## config.mk

```make
export PLATFORM = sky130hd
export DESIGN_NAME = ram_loader
export DESIGN_NICKNAME = d
export VERILOG_FILES = /design/src/rtl/ram_loader.sv
export SDC_FILE = /design/constraint.sdc
export NUM_CORES = 1
export LEC_CHECK = 0
export CAP_MARGIN = 20
export CORE_ASPECT_RATIO = 0.6
export CORE_MARGIN = 2
export CORE_UTILIZATION = 40
export CTS_BUF_LIST = sky130_fd_sc_hd__clkbuf_16
export DETAILED_ROUTE_END_ITERATION = 10
export HOLD_SLACK_MARGIN = 0.05
export PLACE_DENSITY = 0.67
export SYNTH_ARGS = -nofsm -noshare
export SYNTH_HDL_FRONTEND = slang
export SYNTH_SLANG_ARGS = --single-unit
```

## constraint.sdc

```tcl
create_clock -name clk -period 1.91 [get_ports clk]
set_input_delay 0.382 -clock clk [delete_from_list [all_inputs] [get_ports clk]]
set_output_delay 0.382 -clock clk [all_outputs]
set_load 0.02 [all_outputs]
```

## src/rtl/ram_loader.sv

```systemverilog
// Boot loader: receives a length-prefixed byte stream, packs little-endian words
// into consecutive RAM addresses, verifies the trailing XOR checksum and releases the CPU.
module ram_loader #(
  parameter int unsigned WIDTH   = 16,
  parameter int unsigned ADDR_W  = 8,
  parameter int unsigned TIMEOUT = 0
) (
  input  logic              clk,
  input  logic              rst,
  input  logic [7:0]        rx_data,
  input  logic              rx_valid,
  output logic              rx_ready,
  output logic [ADDR_W-1:0] ram_addr,
  output logic [WIDTH-1:0]  ram_din,
  output logic              ram_we,
  output logic              busy,
  output logic              done,
  output logic              err,
  output logic              cpu_hold
);

  localparam int unsigned BYTES  = (WIDTH + 7) / 8;
  localparam int unsigned BYTE_W = (BYTES > 1) ? $clog2(BYTES) : 1;
  localparam int unsigned CNT_W  = ((ADDR_W > 8) ? ADDR_W : 8) + 1;
  localparam int unsigned TMR_W  = (TIMEOUT > 0) ? $clog2(TIMEOUT + 1) : 1;

  typedef enum logic [2:0] {
    S_HDR   = 3'd0,
    S_DATA  = 3'd1,
    S_WRITE = 3'd2,
    S_CSUM  = 3'd3,
    S_DONE  = 3'd4,
    S_ERR   = 3'd5
  } state_e;

  state_e            state_q, state_d;
  logic [ADDR_W-1:0] addr_q, addr_d;
  logic [WIDTH-1:0]  din_q, din_d;
  logic [CNT_W-1:0]  n_q, n_d;
  logic [CNT_W-1:0]  words_q, words_d;
  logic [BYTE_W-1:0] byte_q, byte_d;
  logic [7:0]        csum_q, csum_d;
  logic [TMR_W-1:0]  tmr_q, tmr_d;
  logic              we_q, busy_q, done_q, err_q, hold_q;
  logic              accept;

  // Ready only in the byte-consuming states, and never while reset is asserted.
  assign rx_ready = ~rst & ((state_q == S_HDR) | (state_q == S_DATA) | (state_q == S_CSUM));
  assign accept   = rx_valid & rx_ready;

  assign ram_addr = addr_q;
  assign ram_din  = din_q;
  assign ram_we   = we_q;
  assign busy     = busy_q;
  assign done     = done_q;
  assign err      = err_q;
  assign cpu_hold = hold_q;

  always_ff @(posedge clk) begin
    if (rst) begin
      state_q <= S_HDR;
      addr_q  <= '0;
      din_q   <= '0;
      n_q     <= '0;
      words_q <= '0;
      byte_q  <= '0;
      csum_q  <= '0;
      tmr_q   <= '0;
      we_q    <= 1'b0;
      busy_q  <= 1'b0;
      done_q  <= 1'b0;
      err_q   <= 1'b0;
      hold_q  <= 1'b1;
    end else begin
      state_q <= state_d;
      addr_q  <= addr_d;
      din_q   <= din_d;
      n_q     <= n_d;
      words_q <= words_d;
      byte_q  <= byte_d;
      csum_q  <= csum_d;
      tmr_q   <= tmr_d;
      we_q    <= (state_d == S_WRITE);
      busy_q  <= (state_d == S_DATA) | (state_d == S_WRITE) | (state_d == S_CSUM);
      done_q  <= (state_d == S_DONE);
      err_q   <= (state_d == S_ERR);
      hold_q  <= (state_d != S_DONE);
    end
  end

  always_comb begin
    state_d = state_q;
    addr_d  = addr_q;
    din_d   = din_q;
    n_d     = n_q;
    words_d = words_q;
    byte_d  = byte_q;
    csum_d  = csum_q;
    tmr_d   = tmr_q;

    if (accept) begin
      tmr_d = '0;
    end

    unique case (state_q)
      S_HDR: begin
        if (accept) begin
          // A zero header means a full-depth load.
          n_d     = (rx_data == 8'd0) ? (CNT_W'(1) << ADDR_W) : CNT_W'(rx_data);
          words_d = '0;
          byte_d  = '0;
          csum_d  = '0;
          addr_d  = '0;
          state_d = S_DATA;
        end
      end
      S_DATA: begin
        if (accept) begin
          // Byte k lands in bits [8k +: 8]; bits beyond WIDTH are discarded.
          for (int b = 0; b < int'(WIDTH); b++) begin
            if ((b / 8) == int'(byte_q)) begin
              din_d[b] = rx_data[3'(b % 8)];
            end
          end
          csum_d = csum_q ^ rx_data;
          if (byte_q == BYTE_W'(BYTES - 1)) begin
            byte_d  = '0;
            state_d = S_WRITE;
          end else begin
            byte_d = byte_q + BYTE_W'(1);
          end
        end else if (TIMEOUT > 0) begin
          if (tmr_q == TMR_W'(TIMEOUT - 1)) begin
            state_d = S_ERR;
          end else begin
            tmr_d = tmr_q + TMR_W'(1);
          end
        end
      end
      S_WRITE: begin
        addr_d  = addr_q + ADDR_W'(1);
        words_d = words_q + CNT_W'(1);
        state_d = ((words_q + CNT_W'(1)) == n_q) ? S_CSUM : S_DATA;
      end
      S_CSUM: begin
        if (accept) begin
          state_d = (rx_data == csum_q) ? S_DONE : S_ERR;
        end else if (TIMEOUT > 0) begin
          if (tmr_q == TMR_W'(TIMEOUT - 1)) begin
            state_d = S_ERR;
          end else begin
            tmr_d = tmr_q + TMR_W'(1);
          end
        end
      end
      S_DONE:  state_d = S_DONE;
      S_ERR:   state_d = S_ERR;
      default: state_d = S_HDR;
    endcase
  end

endmodule

```

# [Yosys cells after proc, flatten, opt, wreduce, memory -nomap -nowiden]
# Cells that the tools add are included.
[word_totals] regBits=51 word_cells=67 input_bits=11 output_inout_bits=30
[op_classes] bitwise_logic=9 eq_ne=15 add_sub_neg=3 reduce_logical=9 mux=18
[ops] op="$pmux 8 s2" n=2
[ops] op="$mux 9" n=2
[ops] op="$pmux 3 s6" n=1
[ops] op="$pmux 9 s2" n=1
[ops] op="$mux 8" n=2
[ops] op="$eq 3x2->1 const B" n=4
[ops] op="$eq 3x3->1 const B" n=4
[ops] op="$mux 3" n=4
[ops] op="$add 9x1->9 const B" n=1
[ops] op="$eq 9x9->1" n=1
[ops] op="$reduce_and 3->1" n=3
[ops] op="$add 8x1->8 const B" n=1
[ops] op="$eq 8x8->1" n=1
[ops] op="$logic_not 8->1" n=1
[ops] op="$xor 8x8->8" n=1
[ops] op="$eq 3x1->1 const B" n=2
[ops] op="$mux 1" n=4
[ops] op="$ne 2x2->1 const B" n=2
[ops] op="$or 1x1->1" n=4
[ops] op="$reduce_and 2->1" n=2
[ops] op="$reduce_bool 2->1" n=2
[ops] op="$logic_not 3->1" n=1
[ops] op="$ne 3x3->1 const B" n=1
[ops] op="$and 1x1->1" n=2
[ops] op="4 further kinds" n=5

# [Depth between registers and ports, before layout]
[depth] depth_word=10 ltp_mapped=7

# [Least setup slack after synthesis]
# OpenSTA, ideal clock, no wires.
[synth_path] path_kind="flip-flop to flip-flop" start="reg words_q[0]" end="reg state_q[1]" t_required_ns=1.852 stages_incl_launch_ff=6 t_arrival_ns=1.660 synth_period_minus_slack_ns=1.718 path_slack_ns=0.192 path_buffers=0 cell_sequence="dfxtp_1 > ha_1 > xor2_1 > or4_1 > nor4_1 > a31o_2"
[synth_between] elab_chain_cells=4
[synth_rtl] element="from (decl)" line_no="40" rtl="logic [CNT_W-1:0] words_q, words_d;"
[synth_rtl] element="from (signal assigned)" line_no="79" rtl="words_q <= words_d;"
[synth_rtl] element="$add 9x1->9" line_no="143" rtl="state_d = ((words_q + CNT_W'(1)) == n_q) ? S_CSUM : S_DATA;"
[synth_rtl] element="$eq 9x9->1" line_no="143"
[synth_rtl] element="$mux 2" line_no="143"
[synth_rtl] element="$pmux 3 s6" line_no="105" rtl="unique case (state_q)"
[synth_rtl] element="to (signal assigned)" line_no="75" rtl="state_q <= state_d;"
[synth_rtl] element="to (decl)" line_no="36" rtl="state_e state_q, state_d;"
# No other way between the ends.
# A chain may end at the register's enable or synchronous reset.

# [Final worst setup path]
[layout_path] start="in rst" end="reg busy_q (netlist: busy)"
[layout_between] elab_chain_cells=8 elab_cells_between_ends=12 classes_between="eq/ne (3); mux (4); bitwise (5)"
[layout_rtl] element="from (decl)" line_no="9" rtl="input logic rst,"
[layout_rtl] element="$not 1->1" line_no="48" rtl="assign rx_ready = ~rst & ((state_q == S_HDR) | (state_q == S_DATA) | (state_q == S_CSUM));"
[layout_rtl] element="$and 1x1->1" line_no="48"
[layout_rtl] element="$and 1x1->1" line_no="49" rtl="assign accept = rx_valid & rx_ready;"
[layout_rtl] element="$mux 3 (on tied branches)" line_no="146, 107, 118"
[layout_rtl] element="$pmux 3 s6" line_no="105"
[layout_rtl] element="$eq 3x1->1 / $eq 3x2->1 (equally long branches)" line_no="84" rtl="busy_q <= (state_d == S_DATA) | (state_d == S_WRITE) | (state_d == S_CSUM);"
[layout_rtl] element="$or 1x1->1 (2 in a row)" line_no="84"
[layout_rtl] element="to (signal assigned)" line_no="84"
[layout_rtl] element="to (decl)" line_no="44" rtl="logic we_q, busy_q, done_q, err_q, hold_q;"
# Parallel ways exist; a longest one is shown, timed or not.

==> metrics.md <==
| Metric | Value |
|---|---|
| Outcome | `finished, final reports clean` |
| CORE AREA | `6111 um^2` |
| Final setup vio count | `0` |
| Drt total wl | `5876 um` |
| Yosys warnings | `0` |
| Count leader, synth | `dfxtp_1` |
| Layout cell share with drive strength beyond 1 | `12.50%` |
| # diodes | `0` |
| Wirelength per Cell | `13.48 um` |
| Area Growth Syn to Fin | `25.48%` |
| Vias in the first global route | `2131` |
| F_max | `560.3 MHz` |
| Multi-input gate area | `1394 um^2` |
| Syn Inst Count | `311` |
| Critical Path RT | `2.11 ns` |
| Crit Path Class | `in2reg` |
| Cell Chain, Critical Path | `clkdlybuf4s50_1, nand2b_2, buf_4, a22oi_1, o21ai_0, a31o_2, a211oi_1` |
| Mapped cell area | `2529 um^2` |
| Post-route cell area | `3173 um^2` |
| CTS buffer count | `5` |
| Slowest-stage cell, CP | `clkdlybuf4s50_1` |
| First-pass GRT wire length | `10100 um` |
| Starting density of the core | `41.38%` |
| Ys async rst share | `0%` |
| Final nets | `364` |
| Hold Crit Class | `reg2reg` |
| Final Cycle Share | `93.45%` |
| CTS tree | `yes` |
| Leak | `1.258 nW` |
| # port buffers | `32` |
| Clk_skew | `0.002999 ns` |
| FF/Latch Area | `1022 um^2` |
| Post-synth top area cell | `dfxtp_1` |
| Largest net degree at the start of global routing | `38` |
| DP HPWL | `4186 um` |
| Critical Path Sink Type | `flip-flop` |
| Commonest cells post-synth | `dfxtp_1, nor2_1, a21oi_1, o21ai_0, nand2_1` |
| CTS HTree Levels | `2` |
| Number of synthesized flops with an enable pin | `0` |
| Die ar. | `6994 um^2` |
| Mean post-synth cell area | `8.131 um^2` |
| Post-CTS setup repair buffer count | `0` |
| Routed via count | `2206` |
| Max Root-Sink Buffers | `2` |
| Post-route insts no fill | `436` |
| Crit Path Max Fanout | `5` |
| Max VDD drop | `0.3110 mV` |
| Antenna-violating nets left | `0` |
| Die width | `106.6 um` |
| Die outline height | `65.59 um` |
| First DRT Iteration DRCs | `92` |
| Largest stage delay, worst path | `0.44 ns` |
| Inst Count DP | `428` |
| Row count | `22` |
| Fillers | `587` |
| Unique cell type count in the Yosys netlist | `39` |
| Pwr dens | `680.4 nW/um^2` |
| Synth area leaders | `dfxtp_1, a21oi_1, nor2_1, o21ai_0, xor2_1` |
| Top cell type's share of synthesized area | `40.38%` |
| Drt pass-1 iters | `4` |
| Antenna violations before repair | `0` |
| Placed cell area | `3008 um^2` |
| # IOs | `41` |
| Clock slew at reported path FFs | `0.07 ns` |
| WP data arrival | `1.98 ns` |
| Util after Layout | `51.92%` |
| Total Routing Usage GR | `18.10%` |
| FF+latch count, synth | `51` |
| MaxCap Viol Count | `0` |
| Total gr overflow | `0` |
| CP Launch Type | `input port` |
| Fin Hold WS | `0.4755 ns` |
| DR vias/cell | `5.060` |
| Slew Viols, Final | `0` |
| Clock Sinks | `51` |
| RSZ-0062 raised after global routing | `false` |
| Ys flop type | `dfxtp_1` |
| Clock root buffer master | `clkbuf_16` |
| Clk Latency, worst-skew pair | `0.29 ns` |
| Tmin final | `1.785 ns` |
| Residual DRC count | `0` |
| Placer Congestion | `0.7728` |
| Sequential cell area fraction in the yosys report | `40.38%` |
| Final Hold Viols | `0` |
where the power goes:
group / internal [mW] / switching [mW]
sequential: 1.08 / 0.0115
clock: 0.475 / 0.382
combinational: 0.0900 / 0.122
sequential cells by signal, indices dropped and copies added, names as in the netlist:
name and count:
n_q 9, words_q 9, err 1, csum_q 8
done 1, state_q 3, ram_addr 8, ram_we 1
cpu_hold 1, busy 1, ram_din 8, byte_q 1
critical path, delay by kind of cell:
family / cells / cell delay (ns)
buffers and inverters: 2 / 0.59
AOI/OAI and AO/OA: 4 / 0.76
and+or+nand+nor: 1 / 0.24
path summary, 6_finish.rpt:
kind	endpoint	slack, ns	startpoint	cells after the start
setup / recovery	busy	0.13	rst	7
hold / removal	n_q[3]	0.48	n_q[3]	2
setup reg to reg	state_q[1]	0.14	words_q[0]	5
hold reg to reg	n_q[3]	0.48	n_q[3]	2
timing repair:
action,CTS,global route
setup endpoints to repair,17,28
pin swaps,0,1
hold buffers,0,0
resized for setup,4,5
metal layers:
metal / part of all wire (%) / global-route usage, % / up-vias
met3: 4.2 / 3.274 / 5
met4: 0.88 / 4.870 / 0
met5: 0 / 0 / -
met2: 40 / 25.48 / 51
met1: 55 / 27.82 / 1019
li1: - / - / 1131
cells by family after synthesis:
kind of cell | after synthesis | share of synthesized area, %
compound gates | 68 | 14.35
flops | 51 | 40.38
fa+ha+maj | 2 | 0.9895
xor+xnor | 22 | 7.620
buf+inv | 34 | 6.630
other cells | 1 | 0.1483
mux | 9 | 3.563
simple gates | 124 | 26.32
cell usage in the layout, fill, tap and decap left out, types with 10 or more instances in the layout:
cell type / count
nor2_1: 37
buf_4: 24
xnor2_1: 10
nand2_1: 21
xor2_1: 12
nand3b_1: 13
dfxtp_1: 50
o21ai_0: 23
clkdlybuf4s50_1: 31
a21oi_1: 37
layout make-up:
cell class | instances | area share (%)
repair buffers | 56 | 15.73
clock inverters | 3 | 0.3943
flip-flops and latches | 51 | 32.22
well taps | 84 | 3.312
multi-input cells | 233 | 43.93
clock buffers | 5 | 3.943
inverters | 4 | 0.4732
metrics by stage:
stage               power (mW)  setup WS (ns)  TNS (ns)
floorplan                1.248         0.1920         0
global placement         1.320        -0.3552    -9.910
detailed placement       1.322        -0.4291    -11.82
CTS                      2.174        0.02443         0
global route             2.259        0.02096         0
finish                   2.159         0.1251         0
Note: power is estimated with default switching activity, not from simulation.
